### src/rtl/layer1_reader.sv
// layer1_reader: snapshots the layer-1 activation vector on the rising edge
// of vec_done and replays it NUM_PASSES times over a valid/ready stream.
module layer1_reader #(
    parameter int NUM_IN     = 32,
    parameter int DATA_W     = 8,
    parameter int NUM_PASSES = 10,
    parameter int RELU       = 1
) (
    input  logic                       clk,
    input  logic                       rst_n,
    input  logic [NUM_IN*DATA_W-1:0]   vec_in,
    input  logic                       vec_done,
    output logic [DATA_W-1:0]          dout,
    output logic                       dout_valid,
    input  logic                       dout_ready,
    output logic                       dout_last,
    output logic [$clog2(NUM_IN)-1:0]  elem_idx,
    output logic [7:0]                 pass_idx,
    output logic                       busy,
    output logic                       all_done
);

    localparam int EW = $clog2(NUM_IN);
    localparam logic [EW-1:0] LAST_E = EW'(NUM_IN - 1);
    localparam logic [7:0]    LAST_P = 8'(NUM_PASSES - 1);

    typedef enum logic [1:0] {
        IDLE,
        STREAM,
        DONE
    } state_t;

    state_t                   state_q, state_d;
    logic [NUM_IN*DATA_W-1:0] shadow_q, shadow_d;
    logic [EW-1:0]            elem_q, elem_d;
    logic [7:0]               pass_q, pass_d;
    logic                     valid_q, valid_d;
    logic                     busy_q, busy_d;
    logic                     done_q, done_d;
    logic                     vec_done_q;

    logic                     start;
    logic                     xfer;
    logic                     at_last_e;
    logic                     at_last_p;
    logic [DATA_W-1:0]        elems [NUM_IN];
    logic [DATA_W-1:0]        e;

    for (genvar i = 0; i < NUM_IN; i++) begin : g_el
        assign elems[i] = shadow_q[i*DATA_W +: DATA_W];
    end

    assign start     = vec_done & ~vec_done_q;
    assign xfer      = valid_q & dout_ready;
    assign at_last_e = (elem_q == LAST_E);
    assign at_last_p = (pass_q == LAST_P);

    always_ff @(posedge clk) begin
        if (!rst_n) begin
            state_q    <= IDLE;
            shadow_q   <= '0;
            elem_q     <= '0;
            pass_q     <= '0;
            valid_q    <= 1'b0;
            busy_q     <= 1'b0;
            done_q     <= 1'b0;
            vec_done_q <= 1'b0;
        end else begin
            state_q    <= state_d;
            shadow_q   <= shadow_d;
            elem_q     <= elem_d;
            pass_q     <= pass_d;
            valid_q    <= valid_d;
            busy_q     <= busy_d;
            done_q     <= done_d;
            vec_done_q <= vec_done;
        end
    end

    always_comb begin
        state_d  = state_q;
        shadow_d = shadow_q;
        elem_d   = elem_q;
        pass_d   = pass_q;
        valid_d  = valid_q;
        busy_d   = busy_q;
        done_d   = done_q;
        unique case (state_q)
            IDLE: begin
                if (start) begin
                    shadow_d = vec_in;
                    elem_d   = '0;
                    pass_d   = '0;
                    valid_d  = 1'b1;
                    busy_d   = 1'b1;
                    state_d  = STREAM;
                end
            end
            STREAM: begin
                // Pass wrap has no bubble: valid stays high across it
                if (xfer) begin
                    if (!at_last_e) begin
                        elem_d = elem_q + EW'(1);
                    end else if (!at_last_p) begin
                        elem_d = '0;
                        pass_d = pass_q + 8'd1;
                    end else begin
                        valid_d = 1'b0;
                        busy_d  = 1'b0;
                        done_d  = 1'b1;
                        state_d = DONE;
                    end
                end
            end
            DONE: begin
                state_d = DONE;
            end
            default: begin
                state_d = IDLE;
            end
        endcase
    end

    always_comb begin
        e = elems[elem_q];
        if (!valid_q) begin
            dout = '0;
        end else if ((RELU != 0) && e[DATA_W-1]) begin
            dout = '0;
        end else begin
            dout = e;
        end
    end

    assign dout_valid = valid_q;
    assign dout_last  = valid_q & at_last_e;
    assign elem_idx   = elem_q;
    assign pass_idx   = pass_q;
    assign busy       = busy_q;
    assign all_done   = done_q;

endmodule

### config.mk
export PLATFORM = sky130hd
export DESIGN_NAME = layer1_reader
export DESIGN_NICKNAME = d
export VERILOG_FILES = /design/src/rtl/layer1_reader.sv
export SDC_FILE = /design/constraint.sdc
export NUM_CORES = 1
export LEC_CHECK = 0
export ABC_AREA = 1
export BUFFER_PORTS_ARGS = -buffer_cell sky130_fd_sc_hd__buf_4
export CORE_MARGIN = 4
export CORE_UTILIZATION = 45
export DETAILED_ROUTE_END_ITERATION = 7
export PLACE_DENSITY = 0.69
export SYNTH_ARGS = -nofsm -noshare
export SYNTH_HDL_FRONTEND = slang
export SYNTH_SLANG_ARGS = --single-unit
export TNS_END_PERCENT = 5
### constraint.sdc
create_clock -name clk -period 2.4 [get_ports clk]
set_input_delay 0.24 -clock clk [delete_from_list [all_inputs] [get_ports clk]]
set_output_delay 0.24 -clock clk [all_outputs]
set_load 0.05 [all_outputs]
==> flow_summary_export.csv <==
group,metric,value,unit
drt,drt-pass1-iter-count,6,
timing,timing.hold.ws,0.00241,ns
worst_setup_path,type_of_element_capturing_the_critical_path,"output port",
cts,cts_buffers,29,
grt,grt_first_pass_wirelength,61000,um
synth,synthMuxAreaShare,0,%
placement,buffers_on_ports,283,
timing,clock_skew,0.00864,ns
synth,compound_cell_area_share_of_the_yosys_netlist,29.4,%
final_layout,final_nets,2282,
synth,synthAdderAreaFrac,0.711,%
cts,path_clk_slew,0.06,ns
min_path,hold_class,"input port to flip-flop",
floorplan,die_height,173,um
floorplan,design.portCount,285,
floorplan,core,27000,um^2
synth,synth.cell_area,12300,um^2
floorplan,starting_utilization_of_the_core_area,45.7,%
cts,tritoncts,"done",
timing,timing.final.hold_violations,0,
synth,synthesis.area_per_instance,7.20,um^2
power_and_ir_drop,report.power.total,17.5,mW
timing,achievable-frequency,0.387,GHz
timing,setup_viol,8,
synth,synth_cell_type_count,29,
synth,ys.flop_type,"sky130_fd_sc_hd__dfxtp_1",
final_layout,area_growth,38.2,%
cts,ctsHtreeMaxLevel,1,
worst_setup_path,rrSetupSlack,0.14,ns
synth,synth_top_cell_area_share,44.5,%
timing,unrepaired_setup_endpoints_after_global_routing,"true",
drt,routed_via_density,5.28,
synth,async_flop_share,0,%
synth,top_cell_types_by_occurrence_after_synthesis,"sky130_fd_sc_hd__a21oi_1 (320), sky130_fd_sc_hd__o21ai_0 (287), sky130_fd_sc_hd__dfxtp_1 (274)",
worst_setup_path,cp.required,2.16,ns
worst_setup_path,worst-r2r-cell-count,13,
floorplan,floorplan.rows,60,
synth,main_combinational_cell_family_by_area_after_synthesis,"compound AO/OA/AOI/OAI gates",
synth,post_synth_and_or_nand_nor_area_fraction,11.2,%
synth,netlist.top_cell.by_area,"sky130_fd_sc_hd__dfxtp_1",
timing,final.setup.tns,-1.12,ns
outcome,violations,"negative setup slack",
drt,antenna_left,0,
grt,globalRouteTotalUtil,24.4,%
synth,post-synth-top-count-cell,"sky130_fd_sc_hd__a21oi_1",
floorplan,die_footprint,30100,um^2
worst_setup_path,worstPathMaxFanout,9,
worst_setup_path,worst_r2r_endpoint,"pass_idx[5]",
final_layout,fillers,2337,
drt,route.detailed.wl_per_inst,16.7,um
synth,postSynthNetCount,1978,
grt,pin_count_of_the_biggest_net_entering_global_routing,99,
drt,drc,0,
synth,post_synthesis_cells,1711,
drt,dr_total_vias,12600,
cts,clock_path_buffers,3,
final_layout,antennaDiodeCount,0,
placement,dp_worst_setup_slack,0.158,ns
cts,cts.sink_count,274,
synth,seq_area_frac_synth,44.5,%
worst_setup_path,origin_of_the_critical_flop_to_flop_path,"elem_idx[0]",
timing,timing.final.ws_setup,-0.181,ns
worst_setup_path,critical_path_class,"flip-flop to output port",
worst_setup_path,cp_data_arrival_time,2.34,ns
final_layout,drive_gt1_share,21.2,%
drt,totalWireLength,39700,um
timing,slew_viol_final,0,
grt,number_of_global_route_vias_before_repair,12000,
grt,antenna_violations_before_repair,0,
floorplan,die_w,173,um
worst_setup_path,worst_setup_path_start_kind,"flip-flop",
synth,post_synth_xor_area_fraction,0.213,%
grt,overflow,0,
timing,period_needed,2.58,ns
min_path,holdPathEnd,"shadow_q[43]",
power_and_ir_drop,leakage,6.96,nW
cts,cts_root_buf,"sky130_fd_sc_hd__clkbuf_16",
min_path,beginning_of_the_worst_hold_path,"vec_in[43]",
placement,final_weighted_congestion_in_routability_driven_placement,0.870,
min_path,holdPathStages,3,
timing,fin_crit_sh,108,%
synth,synth_edf_count,0,
cts,clock_insertion_delay_worst_skew,0.54,ns
power_and_ir_drop,power.density_cell_area,1030,nW/um^2
power_and_ir_drop,worst_ir_drop_vdd,0.533,mV
placement,hpwl,26900,um
job,timing.max_cap.violations,0,
outcome,run_status,"finished with violations",
drt,dr.first_iter.drc_count,1093,
synth,synth-seq-cells,274,
synth,synth_warnings,0,
synth,synth.area.top_cells,"sky130_fd_sc_hd__dfxtp_1 (45%), sky130_fd_sc_hd__a21oi_1 (13%), sky130_fd_sc_hd__o21ai_0 (12%)",
final_layout,final_core_utilization,63.1,%
## cell families (layout without fill, tap and decap cells)
| group | after synthesis | count (layout) |
|---|---|---|
| compound gates | 694 | 694 |
| buf+inv | 421 | 747 |
| simple gates | 311 | 311 |
| flops | 274 | 274 |
| fa+ha+maj | 7 | 7 |
| xor+xnor | 3 | 3 |
| other cells | 1 | 1 |
## repair_timing
item | CTS | global route
pin swaps | 5 | 16
endpoints found under the hold margin | 79 | 0
buffers inserted | 6 | 4
resized for setup | 39 | 43
setup endpoints to repair | 8 | 11
cloned | 4 | 4
hold buffers | 79 | 0
## report_power, final
| part | total (mW) | internal [mW] | switching (mW) | leakage (nW) |
|---|---|---|---|---|
| clock network | 4.65 | 2.83 | 1.82 | 0.492 |
| logic | 6.71 | 2.68 | 4.03 | 4.21 |
| registers | 6.10 | 5.61 | 0.491 | 2.26 |
| total | 17.5 | 11.1 | 6.34 | 6.96 |
## worst max-delay path, stage by stage (launching register included)
cell and delay (ns):
sky130_fd_sc_hd__dfxtp_4 0.43, sky130_fd_sc_hd__buf_16 0.19, sky130_fd_sc_hd__buf_4 0.14, sky130_fd_sc_hd__a21oi_1 0.13, sky130_fd_sc_hd__o21ai_1 0.09, sky130_fd_sc_hd__nand3_1 0.11, sky130_fd_sc_hd__nand3_1 0.12, sky130_fd_sc_hd__nand3_2 0.13
sky130_fd_sc_hd__nand2_1 0.10, sky130_fd_sc_hd__nor2_4 0.17, sky130_fd_sc_hd__buf_8 0.17
## registers in the layout (all words and copies together), names as in the netlist
name,flops
all_done,1
busy,1
elem_idx,5
pass_idx,8
shadow_q,256
state_q,2
vec_done_q,1
## cell usage in the layout, fill, tap and decap left out, drive strengths merged
cell and count:
a21oi 320, buf 330, bufinv 4, clkbuf 44
clkinv 8, clkinvlp 1, conb 1, dfxtp 274
dlygate4sd3 79, ha 7, inv 281, nand2 139
nand3 144, nand3b 2, nand4 2, nor2 21
nor3 3, o211ai 56, o21a 1, o21ai 317
xnor2 1, xor2 2
## cell type report
| type | count | area, um^2 | share of cell area (%) |
|---|---|---|---|
| sequential | 274 | 5500 | 32.3 |
| timing repair inverter | 1 | 8.76 | 0.0515 |
| clock inverter | 12 | 166 | 0.978 |
| multi-input combinational | 1016 | 5300 | 31.2 |
| inverter | 281 | 1070 | 6.27 |
| timing repair buffer | 412 | 3720 | 21.9 |
| tap | 341 | 427 | 2.51 |
| clock buffer | 41 | 831 | 4.88 |
## metal layers
layer	up-vias	routed length (um)	part of all wire, %	GRT usage [%]
met5	-	0	0	0
met4	0	1300	3.3	7.55
met3	81	2460	6.2	3.90
met2	423	18500	47	40.5
met1	5770	17500	44	32.9
li1	6278	-	-	-
## metrics by stage
step,instances,area [um^2]
2_1_floorplan,1711,12300
3_3_place_gp,2229,14700
3_5_place_dp,2229,14700
4_1_cts,2371,16800
5_1_grt,2378,17000
6_report,2378,17000
## how the worst max path moves through the flow
stage	start	to	slack, ns
after detailed placement	elem_idx[0]	dout[3]	0.16
after floorplan	elem_idx[1]	dout[0]	-0.06
final	elem_idx[0]	dout[0]	-0.18
after global routing	elem_idx[0]	dout[5]	-0.27
after global placement	elem_idx[0]	dout[1]	0.19
after CTS	elem_idx[0]	dout[3]	-0.17
(Power assumes the default switching activity.)
